===== config.mk =====
export PLATFORM = sky130hd
export DESIGN_NAME = sreg_univ
export DESIGN_NICKNAME = d
export VERILOG_FILES = /design/src/rtl/sreg_pkg.sv /design/src/rtl/sreg_bitcnt.sv /design/src/rtl/sreg_univ.sv
export SDC_FILE = /design/constraint.sdc
export NUM_CORES = 1
export LEC_CHECK = 0
export ABC_AREA = 1
export BUFFER_PORTS_ARGS = -buffer_cell sky130_fd_sc_hd__clkbuf_2
export CAP_MARGIN = 30
export CORE_MARGIN = 3
export CORE_UTILIZATION = 41
export DETAILED_ROUTE_END_ITERATION = 10
export PLACE_DENSITY_LB_ADDON = 0.2
export SKIP_CTS_REPAIR_TIMING = 1
export SYNTH_ARGS = -nofsm -noshare
export SYNTH_HDL_FRONTEND = slang
export SYNTH_SLANG_ARGS = --single-unit

===== constraint.sdc =====
create_clock -name Clock -period 1.3 [get_ports Clock]
set_clock_uncertainty 0.15 [all_clocks]
set_input_delay 0.195 -clock Clock [delete_from_list [all_inputs] [get_ports Clock]]
set_output_delay 0.195 -clock Clock [all_outputs]
set_load 0.05 [all_outputs]

===== src/rtl/sreg_pkg.sv =====
// Shared definitions for the universal shift register: operation encodings
// and the helper that classifies which operations advance the shift counter.
package sreg_pkg;

    localparam logic [2:0] MODE_HOLD = 3'b000;
    localparam logic [2:0] MODE_SHR  = 3'b001;
    localparam logic [2:0] MODE_SHL  = 3'b010;
    localparam logic [2:0] MODE_ROR  = 3'b011;
    localparam logic [2:0] MODE_ROL  = 3'b100;
    localparam logic [2:0] MODE_ASR  = 3'b101;
    localparam logic [2:0] MODE_LOAD = 3'b110;
    localparam logic [2:0] MODE_CLR  = 3'b111;

    // Shift-class ops are the ones that count toward framing a word.
    function automatic logic is_shift(input logic [2:0] mode);
        return (mode == MODE_SHR) || (mode == MODE_SHL) || (mode == MODE_ROR) ||
               (mode == MODE_ROL) || (mode == MODE_ASR);
    endfunction

endpackage


===== src/rtl/sreg_bitcnt.sv =====
// Saturating shift counter that frames WIDTH-bit words: clear, increment,
// Full level and a one-cycle Done pulse on the edge the count reaches WIDTH.
module sreg_bitcnt #(
    parameter  int WIDTH = 8,
    localparam int CNT_W = $clog2(WIDTH + 1)
) (
    input  logic             i_clk,
    input  logic             i_rst,
    input  logic             i_clr,
    input  logic             i_inc,
    output logic [CNT_W-1:0] o_count,
    output logic             o_full,
    output logic             o_done
);

    localparam logic [CNT_W-1:0] CNT_MAX  = CNT_W'(WIDTH);
    localparam logic [CNT_W-1:0] CNT_LAST = CNT_W'(WIDTH - 1);

    logic [CNT_W-1:0] r_count;
    logic             r_done;

    always_ff @(posedge i_clk) begin
        if (i_rst) begin
            r_count <= '0;
            r_done  <= 1'b0;
        end else if (i_clr) begin
            r_count <= '0;
            r_done  <= 1'b0;
        end else if (i_inc && (r_count != CNT_MAX)) begin
            r_count <= r_count + 1'b1;
            r_done  <= (r_count == CNT_LAST);
        end else begin
            // Saturated shifts, holds and idle cycles never raise Done.
            r_done  <= 1'b0;
        end
    end

    assign o_count = r_count;
    assign o_full  = (r_count == CNT_MAX);
    assign o_done  = r_done;

endmodule


===== src/rtl/sreg_univ.sv =====
// Universal shift register: shift/rotate/arithmetic-shift/load/clear per cycle,
// with a built-in word-framing counter for serialiser use.
module sreg_univ
    import sreg_pkg::*;
#(
    parameter  int               WIDTH     = 8,
    parameter  logic [WIDTH-1:0] RESET_VAL = '0,
    localparam int               CNT_W     = $clog2(WIDTH + 1)
) (
    input  logic             Clock,
    input  logic             Reset,
    input  logic             Enable,
    input  logic [2:0]       Mode,
    input  logic [WIDTH-1:0] D,
    input  logic             ShiftInR,
    input  logic             ShiftInL,
    output logic [WIDTH-1:0] Q,
    output logic             SerOutR,
    output logic             SerOutL,
    output logic [CNT_W-1:0] Count,
    output logic             Full,
    output logic             Done
);

    logic [WIDTH-1:0] r_q;
    logic [WIDTH-1:0] w_q_next;
    logic             w_cnt_clr;
    logic             w_cnt_inc;

    always_comb begin
        w_q_next = r_q;
        case (Mode)
            MODE_HOLD: w_q_next = r_q;
            MODE_SHR:  w_q_next = {ShiftInR, r_q[WIDTH-1:1]};
            MODE_SHL:  w_q_next = {r_q[WIDTH-2:0], ShiftInL};
            MODE_ROR:  w_q_next = {r_q[0], r_q[WIDTH-1:1]};
            MODE_ROL:  w_q_next = {r_q[WIDTH-2:0], r_q[WIDTH-1]};
            MODE_ASR:  w_q_next = {r_q[WIDTH-1], r_q[WIDTH-1:1]};
            MODE_LOAD: w_q_next = D;
            MODE_CLR:  w_q_next = '0;
            default:   w_q_next = r_q;
        endcase
    end

    always_ff @(posedge Clock) begin
        if (Reset) begin
            r_q <= RESET_VAL;
        end else if (Enable) begin
            r_q <= w_q_next;
        end
    end

    // Counter is gated by Enable here so the sub-module sees only real events.
    assign w_cnt_clr = Enable && ((Mode == MODE_LOAD) || (Mode == MODE_CLR));
    assign w_cnt_inc = Enable && is_shift(Mode);

    sreg_bitcnt #(
        .WIDTH (WIDTH)
    ) u_bitcnt (
        .i_clk   (Clock),
        .i_rst   (Reset),
        .i_clr   (w_cnt_clr),
        .i_inc   (w_cnt_inc),
        .o_count (Count),
        .o_full  (Full),
        .o_done  (Done)
    );

    assign Q       = r_q;
    assign SerOutR = r_q[0];
    assign SerOutL = r_q[WIDTH-1];

endmodule

Word level (Yosys, flattened, before mapping)
Index checks and enable logic that the tools add are counted.
{ "totals": {"output_inout_bits": 16, "reg_bits": 13} }
{ "op_classes": {"n_reduce_logical": 13, "n_addsub": 1, "mux": 1, "n_bitwise": 3, "n_eq_ne": 10} }
{ "ops": {"columns": ["op", "count"], "rows": [
  ["case mux 8 bit (7 select lines)", 1],
  ["equality test 3 bit, second input constant", 4],
  ["equality test 3 x 2 -> 1 bit, second input constant", 2],
  ["logical OR 1 bit", 5],
  ["adder 4 x 1 -> 4 bit, second input constant", 1],
  ["equality test 4 x 3 -> 1 bit, second input constant", 1],
  ["equality test 4 bit, second input constant", 1],
  ["inequality test 4 bit, second input constant", 1],
  ["equality test 3 x 1 -> 1 bit, second input constant", 1],
  ["logical AND 1 bit", 3],
  ["logical NOT 3 bit", 1],
  ["inverter 1 bit", 3],
  ["AND reduction 3 bit", 1],
  ["OR reduction 3 bit", 1],
  ["AND reduction 2 bit", 1],
  ["OR reduction 2 bit", 1]
]} }

Logic depth before layout (Yosys ltp)
{ "logic_depth": {"depth_word": 9, "depth_mapped": 9, "ltp_nobuf": 8} }

Cells and area by module
A second synthesis with hierarchy kept.
{ "unflattened": {"cells_unflattened": 121, "hier_area_um2": 809.5} }
{ "by_module_without_submodules": {"columns": ["mod", "seq_area_each_um2", "cells_each", "n_inst", "area_each_um2"], "rows": [
  ["sreg_univ", 160.2, 87, 1, 568.0],
  ["sreg_bitcnt", 100.1, 34, 1, 241.5]
]} }

Worst setup path after synthesis
No wires, ideal clock.
{ "synth_path": {"path_kind": "reg-to-output", "start": "register u_bitcnt.r_count[3], in the netlist u_bitcnt.o_count[3]", "end": "output Full", "path_buffers": 0, "t_required_ns": 0.955, "arrival_time_ns": 1.526, "path_stages_with_launch": 3, "setup_slack_ns": -0.571, "cell_sequence": "dfxtp_1 > nand2_1 > nor2_1"} }
{ "synth_via": {"elab_chain_len": 1} }
{ "synth_rtl": {"columns": ["element", "line_no", "source"], "rows": [
  ["start: declaration", "sreg_bitcnt.sv:19", "logic [CNT_W-1:0] r_count;"],
  ["start signal: assignment", "sreg_bitcnt.sv:30", "r_count <= r_count + 1'b1;"],
  ["equality test 4 bit", "sreg_bitcnt.sv:39", "assign o_full = (r_count == CNT_MAX);"],
  ["end: declaration", "sreg_univ.sv:21", "output logic Full,"]
]} }
No other way between the ends.

Worst setup path in the final report
{ "layout_path": {"start": "register u_bitcnt.r_count[0], in the netlist u_bitcnt.o_count[0]", "end": "output Full"} }
The elaborated chain is that of the path after synthesis.

==> reports/qor.txt <==
Status - finished, violations left
Failing checks - negative setup slack
CP Cell Sequence - inv_4 -> ha_4 -> nand2_4 -> nor2_4 -> buf_8
Hold WC Path Type - in2reg
Post-Route Setup TNS - -749 ps
Post-synth cell types - 23
Slowest CP cell - dfxtp_4
# IOs - 32
Skew-Pair Late Insertion Delay - 290 ps
Gr ovfl total - 0
Crit path time final - 1490 ps
PD cells - 901 nW/um^2
Tot GR Track Use - 17.6%
CTS Root Cell - clkbuf_4
Die W - 49.4 um
Diode count - 0
Seq cells post-synth - 13
Drt pass-1 iters - 4
Nets - 169
Syn_area_per_cell - 7.29 sq um
WL/cell - 12.0 um
Drc violations - 0
Slew Limit Fails - 0
Fmax - 671 MHz
Worst setup SP type - flop
Crit-path max cell delay - 360 ps
Initial antenna violation count - 0
Total power - 1.06 mW
Synthesis-to-layout area growth - 51.6%
Tightest Pin Transition - 278 ps
Clock sink count - 13
Drt initial violations - 13
Post-Syn Instances - 106
Largest net degree at the start of global routing - 10
Synthesized cell area - 773 sq um
RSZ-0062 raised after global routing - true
Vias in the first global route - 771
Crit path buf inv count - 2
H-tree depth - 1
DR vias - 876
Crit path kind - reg2out
Worst setup margin - -189 ps
CTS buffer count - 3
Net Count, Synth - 124
Worst path arrival time - 1140 ps
Layout cells sized above 1 - 47.3%
Clk pin slew, worst setup/hold paths - 80 ps
Max cap viols - 0
Std cell rows - 15
CP Capture Type - output pin
Maximum VDD drop - 0.818 mV
Routed Antenna Nets - 0
DIE AREA - 2440 sq um
CTS tree - yes
Via density - 5.01
Fillers - 158
Vert. Die Dim - 49.4 um
DRT Wirelength - 2.11 mm
Slew margin rel. - 81.4%
Placed Cells - 169
P_leak - 0.547 nW
Yosys warns - 0
Detailed placer's ending HPWL - 1.59 mm
Seq/Total Area, Yosys - 33.7%
Worst-path fanout max - 2
Core Region - 1750 sq um
Endpoints failing setup - 7
Crit path max-delay family - flip-flops
First-pass GRT wire length - 3.32 mm
Starting Density - 44.3%
Final Hold Vio Count - 0
Req. time, crit path - 950 ps
IO buf count - 31
Placer congestion estimate - 0.742
Finished Layout Cells - 175
CTS Buffer Depth - 2
Fin crit share - 115%
-- cells by family (layout without fill, tap and decap cells) --
logic type	count (synthesis)	after routing	synth area share, %
fa+ha+maj	2	2	3.24
compound gates	34	34	25.4
xor+xnor	1	1	1.13
simple gates	41	41	26.7
buf+inv	15	59	9.87
flops	13	13	33.7
-- flip-flops by register name, indices dropped and copies added (netlist names) --
register / count
Q: 8
u_bitcnt.o_done: 1
u_bitcnt.o_count: 4
-- Yosys cell counts --
master,n,area [sq um]
nand4_1,3,18.8
nand3_1,8,40.0
inv_6,1,8.76
nand2_2,1,6.26
nor2_4,1,11.3
o21ai_2,2,17.5
inv_2,1,3.75
xnor2_1,1,8.76
a21oi_2,1,8.76
a21oi_1,17,85.1
dfxtp_1,13,260
buf_6,1,11.3
buf_4,2,15.0
nand2_4,1,11.3
nor3_2,1,10.0
nor2_2,2,12.5
o21ai_0,8,40.0
inv_1,10,37.5
a22oi_1,6,45.0
nand3_2,1,10.0
nor2_1,8,30.0
nand2_1,15,56.3
ha_1,2,25.0
-- cells in the final DEF, fill, tap and decap left out, types with 5 or more instances in the layout --
cell,synthesis,routed
dfxtp_1,13,7
nand2_1,15,14
clkbuf_4,0,5
a22oi_1,6,6
buf_4,2,19
nor2_1,8,7
a21oi_1,17,15
nand3_1,8,8
clkbuf_2,0,16
o21ai_0,8,7
inv_1,10,7
-- through the flow --
| step | instance area (sq um) | utilization (%) | setup slack, ps | hold WS, ps |
|---|---|---|---|---|
| after floorplan | 822 | - | -149 | 107 |
| after global placement | 1060 | 60.6 | -26.6 | 223 |
| after detailed placement | 1060 | 60.6 | -57.1 | 221 |
| after CTS | 1080 | 62.1 | -311 | -87.8 |
| after global routing | 1170 | 67.2 | -247 | 54.7 |
| final | 1170 | 67.2 | -189 | 42.5 |
-- final cells by class --
cell class | instances | area (sq um) | share of cell area, %
multi-input combinational | 78 | 479 | 40.9
clock buffer | 4 | 26.3 | 2.24
inverter | 12 | 55.1 | 4.70
tap | 25 | 31.3 | 2.67
sequential | 13 | 275 | 23.5
timing repair buffer | 43 | 305 | 26.0
-- routing by layer --
layer	vias up	GRT usage (%)	routed length, um
met3	3	5.81	152
met1	396	18.9	777
li1	451	-	-
met4	0	5.53	17
met5	-	0	0
met2	26	32.1	1160
-- worst paths after layout --
path | startpoint | end | slack (ps) | cells after the start
worst max-delay path | u_bitcnt.o_count[0] | Full | -190 | 5
worst min-delay path | D[4] | Q[4] | 40 | 3
worst max register to register | u_bitcnt.o_count[0] | u_bitcnt.o_count[2] | -130 | 9
worst min register to register | u_bitcnt.o_count[3] | u_bitcnt.o_done | 350 | 1
-- power breakdown --
part	switching [mW]	internal, mW
Clock	0.143	0.120
Sequential	0.0248	0.419
Combinational	0.219	0.131
-- worst reg2reg max path, cell delays in order (launching register included) --
cell and delay [ps]:
dfxtp_4 360, inv_4 40, ha_4 150, nand2_4 70, buf_4 120, o21ai_4 60
nor2_4 160, nand3_2 100, nand2_1 70, nor2_1 40
Power figures use the tool's default switching activity.
